**src/rtl/pipe_stage_buf.sv**
```systemverilog
// Elastic inter-stage pipeline register: a main entry plus a one-deep skid entry
// so InReady is registered, with synchronous flush and a saturating stall counter.
module pipe_stage_buf #(
  parameter int unsigned       WIDTH  = 32,
  parameter logic [WIDTH-1:0]  BUBBLE = {WIDTH{1'b0}},
  parameter int unsigned       CNT_W  = 16
) (
  input  logic             Clk,
  input  logic             Reset,
  input  logic             Flush,
  input  logic             InValid,
  output logic             InReady,
  input  logic [WIDTH-1:0] InData,
  output logic             OutValid,
  input  logic             OutReady,
  output logic [WIDTH-1:0] OutData,
  output logic [1:0]       Occupancy,
  output logic [CNT_W-1:0] StallCnt
);

  // State bits are {skid_valid, main_valid}; 2'b10 cannot be reached.
  typedef enum logic [1:0] {
    EMPTY = 2'b00,
    ONE   = 2'b01,
    FULL  = 2'b11
  } state_t;

  localparam logic [CNT_W-1:0] STALL_MAX = {CNT_W{1'b1}};

  state_t             state_r;
  state_t             state_nxt_s;
  logic [WIDTH-1:0]   main_data_r;
  logic [WIDTH-1:0]   main_data_nxt_s;
  logic [WIDTH-1:0]   skid_data_r;
  logic [WIDTH-1:0]   skid_data_nxt_s;
  logic               in_ready_r;
  logic               in_ready_nxt_s;
  logic [1:0]         occupancy_r;
  logic [1:0]         occupancy_nxt_s;
  logic [CNT_W-1:0]   stall_cnt_r;
  logic               main_valid_s;
  logic               push_s;
  logic               pop_s;

  assign main_valid_s = state_r[0];
  assign push_s       = InValid && in_ready_r;
  assign pop_s        = main_valid_s && OutReady;

  // Next-state and next-data selection for the handshake and flush.
  always_comb begin
    state_nxt_s     = state_r;
    main_data_nxt_s = main_data_r;
    skid_data_nxt_s = skid_data_r;
    if (Flush) begin
      state_nxt_s     = EMPTY;
      main_data_nxt_s = BUBBLE;
      skid_data_nxt_s = BUBBLE;
    end else begin
      case (state_r)
        EMPTY: begin
          if (push_s) begin
            main_data_nxt_s = InData;
            state_nxt_s     = ONE;
          end else begin
            state_nxt_s     = EMPTY;
          end
        end
        ONE: begin
          if (push_s && pop_s) begin
            main_data_nxt_s = InData;
          end else if (push_s) begin
            skid_data_nxt_s = InData;
            state_nxt_s     = FULL;
          end else if (pop_s) begin
            main_data_nxt_s = BUBBLE;
            state_nxt_s     = EMPTY;
          end else begin
            state_nxt_s     = ONE;
          end
        end
        FULL: begin
          // InReady is low here, so only a pop can move the state.
          if (pop_s) begin
            main_data_nxt_s = skid_data_r;
            skid_data_nxt_s = BUBBLE;
            state_nxt_s     = ONE;
          end else begin
            state_nxt_s     = FULL;
          end
        end
        default: begin
          state_nxt_s     = EMPTY;
          main_data_nxt_s = BUBBLE;
          skid_data_nxt_s = BUBBLE;
        end
      endcase
    end
  end

  // Derive the registered InReady and Occupancy from the next state.
  always_comb begin
    in_ready_nxt_s  = 1'b1;
    occupancy_nxt_s = 2'd0;
    case (state_nxt_s)
      EMPTY: begin
        in_ready_nxt_s  = 1'b1;
        occupancy_nxt_s = 2'd0;
      end
      ONE: begin
        in_ready_nxt_s  = 1'b1;
        occupancy_nxt_s = 2'd1;
      end
      FULL: begin
        in_ready_nxt_s  = 1'b0;
        occupancy_nxt_s = 2'd2;
      end
      default: begin
        in_ready_nxt_s  = 1'b1;
        occupancy_nxt_s = 2'd0;
      end
    endcase
  end

  // Storage and status registers.
  always_ff @(posedge Clk) begin
    if (Reset) begin
      state_r     <= EMPTY;
      main_data_r <= BUBBLE;
      skid_data_r <= BUBBLE;
      in_ready_r  <= 1'b1;
      occupancy_r <= 2'd0;
    end else begin
      state_r     <= state_nxt_s;
      main_data_r <= main_data_nxt_s;
      skid_data_r <= skid_data_nxt_s;
      in_ready_r  <= in_ready_nxt_s;
      occupancy_r <= occupancy_nxt_s;
    end
  end

  // Saturating stall counter; Flush deliberately leaves it alone.
  always_ff @(posedge Clk) begin
    if (Reset) begin
      stall_cnt_r <= {CNT_W{1'b0}};
    end else if (main_valid_s && !OutReady && (stall_cnt_r != STALL_MAX)) begin
      stall_cnt_r <= stall_cnt_r + CNT_W'(1);
    end else begin
      stall_cnt_r <= stall_cnt_r;
    end
  end

  assign InReady   = in_ready_r;
  assign OutValid  = main_valid_s;
  assign OutData   = main_data_r;
  assign Occupancy = occupancy_r;
  assign StallCnt  = stall_cnt_r;

endmodule

```
**config.mk**
```make
export PLATFORM = sky130hd
export DESIGN_NAME = pipe_stage_buf
export DESIGN_NICKNAME = d
export VERILOG_FILES = /design/src/rtl/pipe_stage_buf.sv
export SDC_FILE = /design/constraint.sdc
export NUM_CORES = 1
export LEC_CHECK = 0
export CAP_MARGIN = 20
export CORE_UTILIZATION = 49
export DETAILED_ROUTE_END_ITERATION = 12
export PLACE_DENSITY = 0.79
export SETUP_SLACK_MARGIN = 0.4
export SLEW_MARGIN = 15
export SYNTH_ARGS = -nofsm -noshare
export SYNTH_HDL_FRONTEND = slang
export SYNTH_SLANG_ARGS = --single-unit
```
**constraint.sdc**
```tcl
create_clock -name Clk -period 2.03 [get_ports Clk]
set_input_delay 0.5075 -clock Clk [delete_from_list [all_inputs] [get_ports Clk]]
set_output_delay 0.5075 -clock Clk [all_outputs]
set_load 0.02 [all_outputs]
```
==> results.yml <==
run_status:
  status: "finished, final reports clean"
clock_network:
  ctsHoldBuffers: 0
  root_buffer: "clkbuf_8"
  clkSinkCount: 85
  numCtsBuffers: 9
  htreeDepth: 3
  clk_path_buf_depth: 2
  clk_latency_ns: 0.35
  cts_tree: "built"
  clk_pin_slew_ns: 0.08
routing:
  post_drt_via_cell_ratio: 6.41
  routed_wirelength_mm: 13.3
  drt_iter0_markers: 450
  drtPass1Iterations: 6
  drc: 0
  antenna_left: 0
  wl_per_cell_um: 21.0
  vias: 4057
run:
  maxCapViolations: 0
timing:
  rsz0062_at_grt: "yes"
  max_freq_ghz: 0.586
  min_period_ns: 1.71
  setup_viol: 0
  max-slew-margin-rel_pct: 63.3
  finalCritPeriodShare_pct: 84.1
  clock-skew-final_ns: 0.00428
  finalHoldViolCount: 0
  slew_viol_final: 0
  worstMarginPinSlew_ns: 0.550
grt:
  gr-usage-all-layers_pct: 28.5
  grt_max_degree: 52
  gr-total-overflow: 0
  grt_pass1_vias: 3570
  grt_pass1_wl_mm: 17.3
  antenna_found_initial: 0
pwr:
  power_uw: 3440
  seq_power_share_pct: 49.6
  switching_power_uw: 906
  leakage_uw: 0.00214
  ir_drop_v: 0.000567
  power_density_nw_per_um2: 612
  comb_power_share_pct: 15.8
  p_int_uw: 2530
  clockPowerShare_pct: 34.5
  switching_share_pct: 26.4
setup_path:
  cp_cell_sequence: "buf_6, and3b_4, buf_4, mux2_4, nand3_1, a21oi_1"
  crit_type: "register to register"
  arrival_ns: 1.98
  startpoint_type: "register"
  cpMaxStageDelayCell: "and3b_4"
  crit_path_max_fanout: 8
  critical-path-max-stage-delay_ns: 0.45
  cp.required_ns: 2.30
  crit_buf_inv: 2
  path_delay_family: "simple AND/OR/NAND/NOR gates"
  crit_path_end_kind: "register"
logic_synthesis:
  synth_area_sq_um: 3650
  ys_types: 42
  synth.avg_cell_area_sq_um: 8.87
  ys_ff_latch: 85
  synth_edf_count: 0
  yosysTopAreaCellShare_pct: 46.6
  yosysMostFrequentCell: "dfxtp_1"
  yosys.area.top_type: "dfxtp_1"
  synthTopCellsByCount: "dfxtp_1 (85), a21oi_1 (47), nand2_1 (38), nor2_1 (38), nand3_1 (37)"
  ys.flop_type: "dfxtp_1"
  ys_top_cells_by_area: "dfxtp_1 (47%), a222oi_1 (8.5%), a22o_1 (7.7%), a21oi_1 (6.4%), nand3_1 (5.1%)"
  syn_nets: 450
  yosysWarnings: 0
  async_reset_ff_share_pct: 0
  syn-instance-count: 412
  synth-seq-area-share_pct: 46.6
final_layout:
  layoutNonFillerInstCount: 633
  regArea_sq_um: 1740
  fin_util_pct: 77.8
  area_growth_pct: 53.7
  diodes: 0
  final_nets: 567
  n_fill_cell: 468
  layout-drive-gt1-share_pct: 26.8
  multi_input_area_sq_um: 2010
floorplan:
  dieArea_sq_um: 7810
  core_sq_um: 7210
  rows: 31
  die_y_um: 88.4
  floorplan.initialDensity_pct: 50.6
  ios: 89
  fp.dieW_um: 88.4
placement:
  dp_cells: 583
  place_hpwl_mm: 6.34
  io_buffers: 88
  routabilityCongestion: 0.832
hold_path:
  worstHoldPathType: "register to register"
==> kinds of logic (layout without fill, tap and decap cells) <==
logic type / Yosys count / count (layout) / synth area share [%]
DFF: 85 / 85 / 46.6
buffers and inverters: 44 / 163 / 5.17
and+or+nand+nor: 147 / 147 / 19.3
adders and majority gates: 1 / 1 / 0.342
AOI/OAI and AO/OA: 129 / 129 / 26.9
muxes: 3 / 6 / 0.959
xor gates and xnor gates: 3 / 3 / 0.719
==> layout make-up <==
class | instances | area share, %
multi-input combinational | 286 | 35.7
timing repair buffer | 144 | 27.4
inverter | 3 | 0.201
clock inverter | 5 | 1.09
sequential | 85 | 31.0
clock buffer | 11 | 2.34
tap | 99 | 2.21
==> metal layers <==
layer | track usage [%] | part of all wire (%) | vias to the layer above
met1 | 36.0 | 37 | 1950
met5 | 0 | 0 | -
met2 | 48.0 | 50 | 257
met3 | 7.46 | 9.3 | 48
li1 | - | - | 1802
met4 | 8.65 | 3.7 | 0
==> through the flow <==
stage	setup WS [ns]	instance area [sq um]	hold WS [ns]	setup TNS, ns
after global placement	-0.113	4770	0.438	-4.28
after CTS	0.358	5170	0.457	0
after floorplan	0.401	3730	0.432	0
after global routing	0.320	5620	0.486	0
after detailed placement	-0.152	4770	0.444	-5.74
final	0.322	5620	0.459	0
==> worst paths after layout <==
path / to / cells after the start / slack (ns) / startpoint
worst min-delay path: skid_data_r[17] / 2 / 0.46 / skid_data_r[17]
worst min register to register: skid_data_r[17] / 2 / 0.46 / skid_data_r[17]
worst max register to register: skid_data_r[18] / 6 / 0.32 / state_r[1]
worst max-delay path: skid_data_r[18] / 6 / 0.32 / state_r[1]
==> power groups by stage <==
stage          Combinational, uW  Sequential [uW]  Clock, uW
2_1_floorplan                201             1790          0
3_3_place_gp                 443             1750          0
3_5_place_dp                 451             1760          0
4_1_cts                      469             1710       1190
5_1_grt                      571             1710       1270
6_report                     544             1710       1190
==> what timing repair did <==
item / 4_1_cts / 5_1_grt
resized for setup: 87 / 76
gates cloned: 4 / 9
pin swaps: 5 / 25
setup endpoints to repair: 127 / 83
setup buffers: 9 / 12
==> flip-flops by register name, summed over array words and instances, names as in the netlist <==
register / flops
InReady: 1
Occupancy: 2
OutData: 32
StallCnt: 16
skid_data_r: 32
state_r: 2
==> worst min-delay path: stages, from the launching register on <==
cell and delay [ns]:
dfxtp_1 0.32, nand2_1 0.05, a21oi_1 0.05
==> layout by cell type (no fill, tap or decap), drive strengths merged, types with 2 or more instances in the layout <==
cell type       n
or4             4
xnor2           2
clkinvlp        3
clkdlybuf4s50  34
a222oi         31
o41ai           2
and3            2
clkbuf         22
buf            50
o31ai           4
nand3          37
and2            3
o21ai           9
nor3            2
nand4           5
clkdlybuf4s15   9
nand2          38
a21oi          47
nor2           38
dfxtp          85
dlygate4sd2    40
mux2            4
mux2i           2
inv             3
or3             8
a22o           32
nor3b           2
nand2b          2
Power figures use the tool's default switching activity.
